**src/rtl/galaga_btn_ctrl.sv**
```systemverilog
// Button front-end for the GALAGA game timer: synchronizes and debounces the raw
// active-low start/stop buttons and produces press pulses plus a stop long-press pulse.
module galaga_btn_ctrl #(
  parameter int unsigned DEB_CLK  = 100_000_000 / 100 - 1,
  parameter int unsigned LONG_CLK = 100_000_000 - 1
) (
  input  logic i_Clk,
  input  logic i_Rst,
  input  logic i_BtnStart,
  input  logic i_BtnStop,
  output logic o_fStart,
  output logic o_fStop,
  output logic o_StartPls,
  output logic o_StopPls,
  output logic o_LongPls
);

  localparam int unsigned CNT_W     = 20;
  localparam int unsigned LCNT_W    = 27;
  localparam int unsigned NBTN      = 2;
  localparam int unsigned BTN_START = 0;
  localparam int unsigned BTN_STOP  = 1;

  typedef enum logic [1:0] {
    ST_REL,
    ST_PWAIT,
    ST_PRS,
    ST_RWAIT
  } btn_state_e;

  logic [NBTN-1:0]   sync1_q, sync2_q;
  btn_state_e        state_q [NBTN];
  btn_state_e        state_d [NBTN];
  logic [CNT_W-1:0]  cnt_q   [NBTN];
  logic [CNT_W-1:0]  cnt_d   [NBTN];
  logic [NBTN-1:0]   lvl_q, lvl_d;
  logic [NBTN-1:0]   press_c;
  logic [LCNT_W-1:0] lcnt_q, lcnt_d;
  logic              long_done_q, long_done_d;
  logic              start_pls_q, start_pls_d;
  logic              stop_pls_q, stop_pls_d;
  logic              long_pls_q, long_pls_d;

  // Two-flop synchronizer; idle (released) level is 1.
  always_ff @(posedge i_Clk or negedge i_Rst) begin
    if (!i_Rst) begin
      sync1_q <= '1;
      sync2_q <= '1;
    end else begin
      sync1_q <= {i_BtnStop, i_BtnStart};
      sync2_q <= sync1_q;
    end
  end

  always_ff @(posedge i_Clk or negedge i_Rst) begin
    if (!i_Rst) begin
      for (int b = 0; b < int'(NBTN); b++) begin
        state_q[b] <= ST_REL;
        cnt_q[b]   <= '0;
      end
      lvl_q       <= '1;
      lcnt_q      <= '0;
      long_done_q <= 1'b0;
      start_pls_q <= 1'b0;
      stop_pls_q  <= 1'b0;
      long_pls_q  <= 1'b0;
    end else begin
      for (int b = 0; b < int'(NBTN); b++) begin
        state_q[b] <= state_d[b];
        cnt_q[b]   <= cnt_d[b];
      end
      lvl_q       <= lvl_d;
      lcnt_q      <= lcnt_d;
      long_done_q <= long_done_d;
      start_pls_q <= start_pls_d;
      stop_pls_q  <= stop_pls_d;
      long_pls_q  <= long_pls_d;
    end
  end

  // Per-button debounce FSM: a level change needs DEB_CLK+1 stable samples after leaving REL/PRS.
  always_comb begin
    lvl_d   = lvl_q;
    press_c = '0;
    for (int b = 0; b < int'(NBTN); b++) begin
      state_d[b] = state_q[b];
      cnt_d[b]   = cnt_q[b];
      unique case (state_q[b])
        ST_REL: begin
          if (!sync2_q[b]) begin
            state_d[b] = ST_PWAIT;
            cnt_d[b]   = '0;
          end
        end
        ST_PWAIT: begin
          if (sync2_q[b]) begin
            state_d[b] = ST_REL;
            cnt_d[b]   = '0;
          end else if (cnt_q[b] == CNT_W'(DEB_CLK)) begin
            state_d[b] = ST_PRS;
            cnt_d[b]   = '0;
            lvl_d[b]   = 1'b0;
            press_c[b] = 1'b1;
          end else begin
            cnt_d[b] = cnt_q[b] + CNT_W'(1);
          end
        end
        ST_PRS: begin
          if (sync2_q[b]) begin
            state_d[b] = ST_RWAIT;
            cnt_d[b]   = '0;
          end
        end
        ST_RWAIT: begin
          if (!sync2_q[b]) begin
            state_d[b] = ST_PRS;
            cnt_d[b]   = '0;
          end else if (cnt_q[b] == CNT_W'(DEB_CLK)) begin
            state_d[b] = ST_REL;
            cnt_d[b]   = '0;
            lvl_d[b]   = 1'b1;
          end else begin
            cnt_d[b] = cnt_q[b] + CNT_W'(1);
          end
        end
        default: begin
          state_d[b] = ST_REL;
          cnt_d[b]   = '0;
        end
      endcase
    end
  end

  // Long-press timer: counts only in PRS, holds across a release bounce, fires once per press.
  always_comb begin
    lcnt_d      = lcnt_q;
    long_done_d = long_done_q;
    long_pls_d  = 1'b0;
    if (state_q[BTN_STOP] == ST_PRS) begin
      if (lcnt_q < LCNT_W'(LONG_CLK)) begin
        lcnt_d = lcnt_q + LCNT_W'(1);
      end else if (!long_done_q) begin
        long_pls_d  = 1'b1;
        long_done_d = 1'b1;
      end
    end
    if (state_d[BTN_STOP] == ST_REL || state_d[BTN_STOP] == ST_PWAIT) begin
      lcnt_d      = '0;
      long_done_d = 1'b0;
    end
  end

  // Stop wins when both presses are accepted on the same edge.
  always_comb begin
    start_pls_d = press_c[BTN_START] & ~press_c[BTN_STOP];
    stop_pls_d  = press_c[BTN_STOP];
  end

  assign o_fStart   = lvl_q[BTN_START];
  assign o_fStop    = lvl_q[BTN_STOP];
  assign o_StartPls = start_pls_q;
  assign o_StopPls  = stop_pls_q;
  assign o_LongPls  = long_pls_q;

endmodule
```
**config.mk**
```make
export PLATFORM = sky130hd
export DESIGN_NAME = galaga_btn_ctrl
export DESIGN_NICKNAME = d
export VERILOG_FILES = /design/src/rtl/galaga_btn_ctrl.sv
export SDC_FILE = /design/constraint.sdc
export NUM_CORES = 1
export LEC_CHECK = 0
export ABC_AREA = 1
export BUFFER_PORTS_ARGS = -buffer_cell sky130_fd_sc_hd__buf_2
export CAP_MARGIN = 20
export CORE_MARGIN = 8
export CORE_UTILIZATION = 45
export DETAILED_ROUTE_END_ITERATION = 10
export PLACE_DENSITY_LB_ADDON = 0.2
export SLEW_MARGIN = 10
export SYNTH_ARGS = -nofsm -noshare
export SYNTH_HDL_FRONTEND = slang
export SYNTH_SLANG_ARGS = --single-unit
```
**constraint.sdc**
```tcl
create_clock -name i_Clk -period 1.8 [get_ports i_Clk]
set_clock_uncertainty 0.1 [all_clocks]
set_input_delay 0 -clock i_Clk [delete_from_list [all_inputs] [get_ports i_Clk]]
set_output_delay 0 -clock i_Clk [all_outputs]
set_load 0.01 [all_outputs]
```
==> flow_summary.yaml <==
run_status:
  status: "finished clean"
sta:
  hold_ws_ns: 0.0490
  hold_viol_final: 0
  slew_headroom_pct: 69.2
  min_period_ns: 1.78
  slew_violations: 0
  setup_viol: 0
  fin_tns_setup_ns: 0
  fin_crit_sh_pct: 98.8
  worst-slew-pin-transition_ns: 0.463
  rsz0062_at_grt: "true"
  setup_ws_ns: 0.0219
  fmax_mhz: 562
logic_synthesis:
  ys_seq_area_share_pct: 40.0
  yosysTopAreaCell: "dfrtp_1"
  yosysWarnings: 0
  synth_top_area_share_pct: 36.9
  syn_avg_cell_area_um2: 7.03
  synth_area_um2: 5090
  syn-num-nets: 731
  syn_inst: 724
  synth_seq_cells: 81
  synth_area_leaders: "dfrtp_1 (37%), nand2_1 (15%), nand3_1 (9.3%)"
  synth_cell_type_count: 38
clock_tree:
  cts.path.max_buffers: 2
  clkLatencyLatePin_ns: 0.35
  htreeDepth: 3
  cts_tree: "built"
  cts_made_buffers: 9
  cts.clk_slew.worst_paths_ns: 0.06
  cts_root_buf: "clkbuf_16"
  cts.sink_count: 81
placement:
  dp.cells: 909
  dp_hpwl_um: 8800
  portBuffers: 8
  gp_congestion: 0.921
  pre_cts_ws_ns: -0.0949
  placed_area_um2: 5570
worst_setup_path:
  crit_type: "flip-flop to flip-flop"
  required_ns: 1.93
  path_depth: 10
  start_kind: "flip-flop"
  r2r_slack_ns: 0.02
  path_delay_family: "simple AND/OR/NAND/NOR gates"
  crit_top_cell: "nand2_1"
  r2r_start: "cnt_q[11]"
  cp_slowest_stage_delay_ns: 0.42
  reg2reg_to: "lcnt_q[13]"
  crit_slowest_cell: "dfrtp_1"
  end_kind: "flip-flop"
  crit_end: "lcnt_q[13]"
  worstRegToRegCells: 10
  startpoint: "cnt_q[11]"
  crit_fanout: 14
  path_buf_inv: 2
  cp.arrival_ns: 1.91
  path_cells: "inv_2 > nand2_2 > nor2_2 > nand2_1 > nor2_1 > nand4_1 > nand2_8 > clkinv_8 > nand3_1 > nand2_1"
pwr:
  p_per_area_nw_per_um2: 693
  p_leak_nw: 3.03
  max-vdd-ir-drop_v: 0.000568
  power_mw: 4.43
grt:
  grt_antenna_before_repair: 0
  track_usage_pct: 17.6
  overflow: 0
  grt_pass1_wl_um: 21300
  grt_max_degree: 55
  first_global_vias: 4555
floorplanning:
  die_w_um: 122
  die_area_um2: 15000
  die_h_um: 122
  num_rows: 39
  start_util_pct: 45.4
  core_area_um2: 11200
  top_level_ports: 9
cells_and_area:
  final_cell_mix: "nand2_1 (197), inv_1 (92), nand3_1 (85)"
  final_common_cell: "nand2_1"
  syn_to_final_growth_pct: 25.7
  antenna_cells: 0
  drive_gt1_share_pct: 21.6
  final_cell_area_um2: 6400
  final_cells: 952
  final_util_pct: 57.0
  final_nets: 811
job:
  drv_cap: 0
drt:
  viasPerCell: 5.14
  dr.pass1.iters: 4
  route.detailed.drc: 0
  vias: 4898
  wirelength_um: 13500
  wl_per_cell_um: 14.2
  drt_iter0_drc: 275
  postRouteAntennaNets: 0
hold_path:
  min_path_type: "input port to asynchronous set/reset pin"
## synthesized netlist by cell type, drive strengths merged
cell type,instances
nand2,214
nor2,105
inv,99
nand3,99
dfrtp,75
o21ai,30
xor2,19
nor3,14
a21oi,11
buf,11
nand4,11
o22ai,11
dfstp,6
xnor2,5
ha,3
clkbuf,2
clkinv,2
o211ai,2
a22o,1
a22oi,1
a31oi,1
o22a,1
o31ai,1
## layout make-up
class                   count  area (um^2)
repair inverters            4         55.1
flip-flops and latches     81         2040
multi-input cells         531         2800
clock buffers              10          239
clock inverters             6         66.3
well taps                 143          179
repair buffers             76          619
inverters                 101          399
fillers                  1028         4820
## cells by family (layout without fill, tap and decap cells)
| group | after synthesis | count (layout) | share of synthesized area (%) |
|---|---|---|---|
| fa+ha+maj | 3 | 3 | 0.738 |
| flops | 81 | 81 | 40.0 |
| compound gates | 59 | 59 | 6.51 |
| simple gates | 443 | 445 | 38.8 |
| buf+inv | 114 | 197 | 9.86 |
| xor+xnor | 24 | 24 | 4.13 |
## flip-flops by register name, indices dropped and copies added (netlist names), named ones only
register     flops
cnt_q           40
lcnt_q          27
state_q          3
lvl_q            2
sync1_q          2
sync2_q          2
long_done_q      1
o_LongPls        1
o_StartPls       1
o_StopPls        1
## power breakdown
group	switching, mW	internal, mW	total [mW]
Sequential	0.0498	1.88	1.93
Clock	0.783	1.12	1.90
Combinational	0.396	0.208	0.604
Total	1.23	3.21	4.43
## per-layer routing
| metal | wire (um) | track usage [%] | vias to the layer above | part of all wire [%] |
|---|---|---|---|---|
| li1 | - | - | 2468 | - |
| met1 | 6090 | 22.7 | 2294 | 45 |
| met2 | 6430 | 28.8 | 108 | 48 |
| met3 | 678 | 3.54 | 28 | 5.0 |
| met4 | 288 | 5.94 | 0 | 2.1 |
| met5 | 0 | 0 | - | 0 |
## repair_timing
action,4_1_cts,5_1_grt
pin swaps,1,15
hold buffers,3,0
endpoints found under the hold margin,78,0
buffers inserted,0,17
resized for setup,3,73
setup endpoints to repair,27,55
gates cloned,1,6
## how the worst min path moves through the flow
stage | startpoint | end | slack, ns | cells past startpoint
final | i_Rst | lcnt_q[22] | 0.05 | 2
after global routing | i_Rst | lcnt_q[22] | 0.09 | 2
after CTS | i_Rst | lcnt_q[22] | 0.06 | 2
after detailed placement | i_Rst | lcnt_q[8] | -0.11 | 1
after global placement | i_Rst | lcnt_q[20] | -0.12 | 1
after floorplan | i_Rst | asynchronous set/reset pin | -0.40 | 0
## worst register-to-register path, delay by kind of cell (launching register included)
family                 cells  cell delay [ns]
buffers and inverters      2             0.24
DFF                        1             0.42
and+or+nand+nor            8             0.90
Power figures use the tool's default switching activity.
